## src/rtl/mips_fwd_pkg.sv

```systemverilog
// Shared types and constants for the register-file forwarding scoreboard.
package mips_fwd_pkg;

    localparam logic [5:0]  OPC_RTYPE = 6'h00;
    localparam int unsigned SEL_RF    = 0;
    // Widest register address the tag can hold; narrower addresses are zero-extended.
    localparam int unsigned TAG_DST_W = 8;

    typedef struct packed {
        logic                 valid;
        logic                 we;
        logic [TAG_DST_W-1:0] dst;
        logic                 is_load;
    } fwd_tag_t;

endpackage

```

## src/rtl/rf_fwd_port_match.sv

```systemverilog
// Priority match of one ID read port against the in-flight destination tags.
module rf_fwd_port_match
    import mips_fwd_pkg::*;
#(
    parameter int unsigned REG_ADDR_W     = 5,
    parameter int unsigned NUM_FWD_STAGES = 3,
    parameter int unsigned LOAD_LAT       = 1,
    localparam int unsigned SEL_W         = $clog2(NUM_FWD_STAGES + 1)
) (
    input  fwd_tag_t [NUM_FWD_STAGES-1:0] tags,
    input  logic [REG_ADDR_W-1:0]         addr,
    input  logic                          used,
    output logic [SEL_W-1:0]              sel,
    output logic                          hazard
);

    logic [TAG_DST_W-1:0] addr_ext;
    logic                 found;

    assign addr_ext = TAG_DST_W'(addr);

    // Youngest stage (lowest index) wins; older matches are masked by 'found'.
    always_comb begin
        sel    = SEL_W'(SEL_RF);
        hazard = 1'b0;
        found  = 1'b0;
        for (int s = 0; s < int'(NUM_FWD_STAGES); s++) begin
            if (!found && used && (addr != '0) && tags[s].valid && tags[s].we &&
                (tags[s].dst == addr_ext)) begin
                found = 1'b1;
                if (tags[s].is_load && (s < int'(LOAD_LAT))) begin
                    hazard = 1'b1;
                end else begin
                    sel = SEL_W'(int'(NUM_FWD_STAGES) - s);
                end
            end
        end
    end

endmodule

```

## src/rtl/rf_forward_scoreboard.sv

```systemverilog
// Forwarding select and load-use stall unit; tracks destination tags from EX to WB.
module rf_forward_scoreboard
    import mips_fwd_pkg::*;
#(
    parameter int unsigned REG_ADDR_W     = 5,
    parameter int unsigned NUM_RD_PORTS   = 2,
    parameter int unsigned NUM_FWD_STAGES = 3,
    parameter int unsigned LOAD_LAT       = 1,
    parameter int unsigned STALL_CNT_W    = 16,
    localparam int unsigned SEL_W         = $clog2(NUM_FWD_STAGES + 1)
) (
    input  logic                               clk,
    input  logic                               rst,
    input  logic                               id_valid,
    input  logic [5:0]                         id_opcode,
    input  logic [REG_ADDR_W-1:0]              id_rt,
    input  logic [REG_ADDR_W-1:0]              id_rd,
    input  logic                               id_reg_write,
    input  logic                               id_mem_read,
    input  logic [NUM_RD_PORTS*REG_ADDR_W-1:0] id_src_addr,
    input  logic [NUM_RD_PORTS-1:0]            id_src_used,
    input  logic                               flush,
    input  logic                               ext_stall,
    output logic [NUM_RD_PORTS*SEL_W-1:0]      fwd_sel,
    output logic                               load_use_stall,
    output logic [STALL_CNT_W-1:0]             stall_count
);

    fwd_tag_t [NUM_FWD_STAGES-1:0] tag_q;
    fwd_tag_t                      id_tag;
    logic [REG_ADDR_W-1:0]         id_dst;
    logic [NUM_RD_PORTS-1:0]       hazard;
    logic [STALL_CNT_W-1:0]        stall_cnt_q;

    always_comb begin
        id_dst         = (id_opcode == OPC_RTYPE) ? id_rd : id_rt;
        id_tag         = '0;
        id_tag.valid   = 1'b1;
        id_tag.we      = id_reg_write & (id_dst != '0);
        id_tag.dst     = TAG_DST_W'(id_dst);
        id_tag.is_load = id_mem_read;
    end

    for (genvar p = 0; p < NUM_RD_PORTS; p++) begin : g_port
        rf_fwd_port_match #(
            .REG_ADDR_W     (REG_ADDR_W),
            .NUM_FWD_STAGES (NUM_FWD_STAGES),
            .LOAD_LAT       (LOAD_LAT)
        ) u_match (
            .tags   (tag_q),
            .addr   (id_src_addr[p*REG_ADDR_W +: REG_ADDR_W]),
            .used   (id_src_used[p]),
            .sel    (fwd_sel[p*SEL_W +: SEL_W]),
            .hazard (hazard[p])
        );
    end

    // A flushed ID instruction never stalls, even if it would have hazarded.
    assign load_use_stall = id_valid & ~flush & (|hazard);
    assign stall_count    = stall_cnt_q;

    always_ff @(posedge clk) begin
        if (rst) begin
            tag_q       <= '0;
            stall_cnt_q <= '0;
        end else if (!ext_stall) begin
            for (int s = int'(NUM_FWD_STAGES) - 1; s > 0; s--) begin
                tag_q[s] <= tag_q[s-1];
            end
            tag_q[0] <= (!id_valid || flush || load_use_stall) ? '0 : id_tag;
            if (load_use_stall && (stall_cnt_q != '1)) begin
                stall_cnt_q <= stall_cnt_q + STALL_CNT_W'(1);
            end
        end
    end

endmodule

```

## config.mk

```make
export PLATFORM = sky130hd
export DESIGN_NAME = rf_forward_scoreboard
export DESIGN_NICKNAME = d
export VERILOG_FILES = /design/src/rtl/mips_fwd_pkg.sv /design/src/rtl/rf_fwd_port_match.sv /design/src/rtl/rf_forward_scoreboard.sv
export SDC_FILE = /design/constraint.sdc
export NUM_CORES = 1
export LEC_CHECK = 0
export ABC_AREA = 1
export CELL_PAD_IN_SITES_DETAIL_PLACEMENT = 0
export CELL_PAD_IN_SITES_GLOBAL_PLACEMENT = 1
export CORE_ASPECT_RATIO = 0.7
export CORE_MARGIN = 2
export CORE_UTILIZATION = 46
export DETAILED_ROUTE_END_ITERATION = 7
export DONT_BUFFER_PORTS = 1
export GPL_ROUTABILITY_DRIVEN = 0
export MAX_ROUTING_LAYER = met4
export PLACE_DENSITY = 0.88
export SETUP_SLACK_MARGIN = 0.3
export SYNTH_ARGS = -nofsm -noshare
export SYNTH_HDL_FRONTEND = slang
export SYNTH_SLANG_ARGS = --single-unit
export TNS_END_PERCENT = 5
```

## constraint.sdc

```tcl
create_clock -name clk -period 5.1 [get_ports clk]
set_clock_uncertainty 0.2 [all_clocks]
set_input_delay 1.02 -clock clk [delete_from_list [all_inputs] [get_ports clk]]
set_output_delay 1.02 -clock clk [all_outputs]
set_load 0.005 [all_outputs]
```

* Word-level counts from Yosys, hierarchy flattened
Cells that the tools add are included.
** Storage, ports and cells
- Word-level logic and storage cells :: 82
- Register bits :: 47
- Bits in read-only memories :: 0
- RAM bits :: 0
- Bits in latches :: 0
- Output and inout port bits :: 21
- Input bits :: 35
- Memories :: 0
** Operators by class
- Muxes and demuxes :: 16
- Magnitude comparators :: 0
- $mul :: 0
- Bitwise logic cells :: 5
- Reductions and logical operators :: 42
- Equality and inequality tests :: 7
- Shifts and indexed selects :: 0
- Add/subtract/negate cells :: 1
- Divide/modulo/power cells :: 0
** Operators by type and width (count)
- equality test 8 x 5 -> 1 bit :: 6
- logical AND 1 bit :: 29
- adder 16 x 1 -> 16 bit, second input constant :: 1
- inequality test 16 bit, second input constant :: 1
- nonzero test 5 bit :: 3
- two-way mux 2 bit :: 7
- two-way mux 11 bit :: 1
- two-way mux 1 bit :: 7
- logical NOT 6 bit :: 1
- logical NOT 1 bit :: 5
- two-way mux 5 bit :: 1
- bitwise AND 1 bit :: 3
- logical OR 1 bit :: 2
- NOT 1 bit :: 2
- AND reduction 2 bit :: 1
- OR reduction 2 bit :: 1

* Logic depth before layout (Yosys ltp)
- Word-level depth :: 20
- Gate-level depth with buffers :: 13
- Gate-level depth less buffers :: 13

* Modules after synthesis
Synthesis repeated with hierarchy kept, for this count alone.
** Second synthesis, totals
- Cell total of the unflattened synthesis :: 464
- Area total of the unflattened synthesis :: 2727.6 sq um
** Modules (own cells, without submodules)
- rf_forward_scoreboard :: times used 1, sequential area each 800.8 sq um, cells an instance 274, area an instance 1939.4 sq um
- rf_fwd_port_match :: times used 2, sequential area each 0.0 sq um, cells an instance 95, area an instance 394.1 sq um

* Worst setup path before layout
Ideal clock, no wire load.
- Kind :: input to output
- Start point :: input port id_src_addr[9]
- End point :: output port fwd_sel[2]
- Required time :: 3880 ps
- Setup slack :: 2157 ps
- Cell stages on the path :: 7
- Buffers on the path :: 0
- Data arrival time :: 1723 ps
- Path through :: inv_1 nand3_1 nand2_1 inv_1 nand3_1 nand2_1 o31ai_1
** Between the ends
- Cells in the longest elaborated chain, start to end :: 20
- Elaborated cells between the ends (all ways) :: 25
- Classes of those cells :: eq/ne (3); mux (5); reduce/logical (17)
** Ends and longest elaborated chain
- from (decl) :: RTL line rf_forward_scoreboard.sv:20 : input logic [NUM_RD_PORTS*REG_ADDR_W-1:0] id_src_addr,
- nonzero test 5 bit :: RTL line rf_fwd_port_match.sv:28 : if (!found && used && (addr != '0) && tags[s].valid && tags[s].we &&
- logical AND 1 bit (4 in a row) :: RTL line rf_fwd_port_match.sv:28
- two-way mux 1 bit :: RTL line rf_fwd_port_match.sv:28
- logical NOT 1 bit :: RTL line rf_fwd_port_match.sv:28
- logical AND 1 bit (5 in a row) :: RTL line rf_fwd_port_match.sv:28
- two-way mux 1 bit :: RTL line rf_fwd_port_match.sv:28
- logical NOT 1 bit :: RTL line rf_fwd_port_match.sv:28
- logical AND 1 bit (5 in a row) :: RTL line rf_fwd_port_match.sv:28
- two-way mux 2 bit * :: RTL line rf_fwd_port_match.sv:28
- to (decl) :: RTL line rf_forward_scoreboard.sv:24 : output logic [NUM_RD_PORTS*SEL_W-1:0] fwd_sel,
Mark *: on every way between the ends. The rest lies on a longest branch, timed or not.

* Worst setup path after layout
- Start point :: input port id_src_addr[3]
- End point :: output port load_use_stall
** Between the ends
- Cells in the longest elaborated chain, start to end :: 8
- Elaborated cells between the ends (all ways) :: 9
- Classes of those cells :: eq/ne (1); mux (1); bitwise (1); reduce/logical (6)
** Ends and longest elaborated chain
- nonzero test 5 bit :: RTL line rf_fwd_port_match.sv:28
- logical AND 1 bit (3 in a row) :: RTL line rf_fwd_port_match.sv:28
- logical AND 1 bit * :: RTL line rf_fwd_port_match.sv:28
- two-way mux 1 bit * :: RTL line rf_fwd_port_match.sv:28
- OR reduction 2 bit * :: RTL line rf_forward_scoreboard.sv:59 : assign load_use_stall = id_valid & ~flush & (|hazard);
- bitwise AND 1 bit * :: RTL line rf_forward_scoreboard.sv:59
- to (decl) :: RTL line rf_forward_scoreboard.sv:25 : output logic load_use_stall,
Marked as above.

==> summary.txt <==
Status
  – Result of the run: completed

STA
  – Hold violation total from the final report: 0
  – Number of max-slew violations in the final report: 0
  – Highest Clock Rate: between 300 and 400 MHz
  – Slew at the pin closest to its max-slew limit: roughly 450 ps
  – Time the final worst path needs with I/O delays and setup: around 3100 ps
  – Final setup violation count: 0
  – Aggregate negative setup slack: 0 ps
  – Tightest slew margin relative to the limit: 0.701
  – Setup repair after global routing missed its margin: no
  – Final period utilization: 0.617

Synthesis
  – Post-Synthesis Net Count: about 420
  – Post-synth cell types: 35
  – Post-synthesis area per instance: roughly 6.1 um2
  – Synth Instances: about 380
  – Share of the synthesized area in the top cell type: 0.324
  – Area of the mapped netlist: 0.00235 mm2
  – Largest area contributor in the netlist: dfxtp_1
  – Sequential cell area fraction in the yosys report: 0.324
  – Synth warnings: 0
  – Leading cell types by total area after synthesis: dfxtp_1 (32%), nand2_1 (14%), inv_1 (9.3%)
  – Total of flip-flops plus latches after synthesis: 38

Setup path
  – Slowest library cell on the worst path: nor2_1
  – Required time worst endpoint: just under 4000 ps
  – Crit path max fanout: 6
  – Most frequent CP cell: nand2_1
  – R2r worst-path depth: 11
  – Total buffers and inverters traversed by the critical path: 1
  – Worst path cell trace: inv_1 > nand2_1 > nand2_1 > nand2_1 > nor2_1 > nand3_1 > nand2_2 > nand2_1 > nor2_1
  – Setup slack on the worst flop-to-flop path: 2950 ps
  – Top Family by Delay on Critical Path: simple AND/OR/NAND/NOR gates
  – Critical setup path kind: in2out
  – Type of origin of the critical path: primary input
  – Worst reg2reg startpoint: stall_count[0]
  – Data arrival time of the critical path: between 1500 and 2000 ps
  – CP max stage delay: 160 ps
  – CP Capture Type: primary output
  – FF-to-FF End: stall_count[14]

Clock network
  – # clock sinks: 38
  – Clock tree buffer depth: 2
  – Clock input transition at the sequential cells of the worst setup and hold paths: roughly 70 ps
  – Number of buffers inserted to repair setup after CTS: 0
  – Insertion delay of the later-clocked pin in the worst-skew pair: 290 ps
  – Hold buffer count at cts: 0
  – # resized after CTS: 0
  – Number of buffers inserted during clock tree synthesis: 5
  – CTS H-tree lvls: 2
  – Clock root buffer: clkbuf_8
  – TritonCTS clock tree: built

Layout
  – Share of post-route cells with drive strength above 1: 0.0365
  – Signed area change from the synthesized netlist to the final layout: 6.12%
  – Commonest non-fill, non-tap cells in the layout: nand2_1 (89), inv_1 (58), nor2_1 (53)
  – Total Nets Final: approximately 420
  – Antenna diodes: 0
  – Leading cell type in the layout, fill and taps excluded: nand2_1
  – Final instance area: roughly 0.0025 mm2

Global routing
  – Maximum number of pins on one net before global-route repair: 30
  – Number of global-route vias before repair: 1988
  – Total global routing overflow: 0
  – Total Routing Usage GR: 0.236
  – Wire length of the first global-routing pass: roughly 10000 um
  – Number of antenna violations at the first check in global routing: 0

Placed design
  – Port buffer count: 0
  – Placed cell area: approximately 0.0024 mm2
  – Dpl hpwl: approximately 4900 um

Floorplan
  – Row count: 21
  – Die X-Extent: a little under 90 um
  – Area inside the core boundary: approximately 0.0049 mm2
  – Height of the chip: 63.8 um
  – Die Area: roughly 0.0057 mm2
  – Effective utilization at floorplan: 0.483
  – Boundary Pins: 56

Power and ir drop
  – Overall power: a little under 600 uW
  – Power density over the cells: approximately 240 mW/mm2
  – Reported leakage power: 0.00104 uW
  – Worst vdd ir: between 0.0001 and 0.00015 V

Detailed routing
  – First-pass DRT Iterations: 5
  – Avg Vias per Cell: around 5.3
  – Initial DRC count: about 240
  – Number of nets with antenna violations after routing: 0
  – DRC viols: 0
  – Via Count: around 2400
  – Routed WL: ~6300 um
  – Routed len/inst: roughly 14 um

Min path
  – Worst hold-check path type: reg2reg
  – WHS Endpoint: tag_q[3]
  – Worst hold stages: 2
  – Worst hold path startpoint: tag_q[3]

Job
  – Max-cap violations: 0
==> sequential cells by signal, indices dropped and copies added, names as in the netlist <==
signal / cells
tag_q: 22
stall_count: 16
==> layer usage <==
| metal | GRT usage | vias up | routed length [um] | part of all wire |
|---|---|---|---|---|
| met5 | - | - | 0 | 0 |
| met4 | 0.0560 | 0 | 42 | 0.0066 |
| met3 | 0.0879 | 4 | 678 | 0.11 |
| met2 | 0.273 | 122 | 2400 | 0.38 |
| met1 | 0.374 | 1050 | 3200 | 0.51 |
| li1 | - | 1239 | - | - |
==> through the flow <==
step,util,worst slack (ps),instances,hold WS [ps]
after detailed placement,0.493,1980,445,263
after global placement,0.493,2040,445,262
final,0.513,1950,453,274
after global routing,0.513,1790,453,299
after CTS,0.513,1970,453,276
after floorplan,-,2160,383,255
==> worst max-delay path by stage <==
stage | from | endpoint | slack (ps) | cells after the start
6_report | id_src_addr[3] | load_use_stall | 1950 | 9
4_1_cts | id_src_addr[3] | load_use_stall | 1970 | 9
5_1_grt | id_src_addr[3] | load_use_stall | 1790 | 9
3_5_place_dp | id_src_addr[3] | load_use_stall | 1980 | 9
2_1_floorplan | id_src_addr[9] | fwd_sel[2] | 2160 | 7
3_3_place_gp | id_src_addr[3] | load_use_stall | 2040 | 9
==> cells in the mapped netlist <==
| cell | n |
|---|---|
| a211oi_1 | 1 |
| buf_6 | 1 |
| nand2_1 | 89 |
| o221ai_1 | 1 |
| o21bai_1 | 1 |
| nand2_2 | 1 |
| o21ai_2 | 1 |
| o2111ai_1 | 1 |
| nor3b_1 | 1 |
| xnor2_1 | 3 |
| ha_1 | 1 |
| nand3_1 | 18 |
| xor2_1 | 4 |
| and3_1 | 2 |
| clkbuf_1 | 5 |
| o21ai_0 | 28 |
| and2_1 | 1 |
| nor4_1 | 2 |
| a221oi_1 | 1 |
| nand3b_1 | 1 |
| nor3_1 | 10 |
| nand3_4 | 1 |
| nand4_1 | 8 |
| nor2_1 | 53 |
| o31ai_1 | 2 |
| or2_1 | 3 |
| nor2_4 | 1 |
| clkinv_1 | 1 |
| buf_4 | 1 |
| inv_2 | 2 |
| dfxtp_1 | 38 |
| a21oi_1 | 35 |
| inv_1 | 58 |
| o22ai_1 | 6 |
| o211ai_1 | 1 |
==> cell families after synthesis <==
group,Yosys count,share of synthesized area
AND/OR/NAND/NOR,191,0.350
AO/OA/AOI/OAI,78,0.181
buffers and inverters,68,0.113
flip-flops,38,0.324
XOR/XNOR,7,0.0261
adder cells (fa/ha/maj),1,0.00532
==> power by group <==
| part | internal (uW) | leakage (uW) | switching (uW) | total (uW) |
|---|---|---|---|---|
| Clock | 109 | 0.0000472 | 110 | 219 |
| Combinational | 21.2 | 0.000683 | 35.4 | 56.6 |
| Sequential | 304 | 0.000309 | 10.1 | 315 |
| Total | 434 | 0.00104 | 156 | 590 |
==> final cells by class <==
class | count | area (um2)
clock inverters | 2 | 12.5
fillers | 523 | 2370
clock buffers | 6 | 82.6
well taps | 69 | 86.3
inverters | 61 | 229
flip-flops and latches | 38 | 761
multi-input cells | 277 | 1320
==> worst min-delay path: stages (launching register included) <==
cell and delay, ps:
dfxtp_1 320, nand2_1 60, a21oi_1 50
Power figures use the tool's default switching activity.
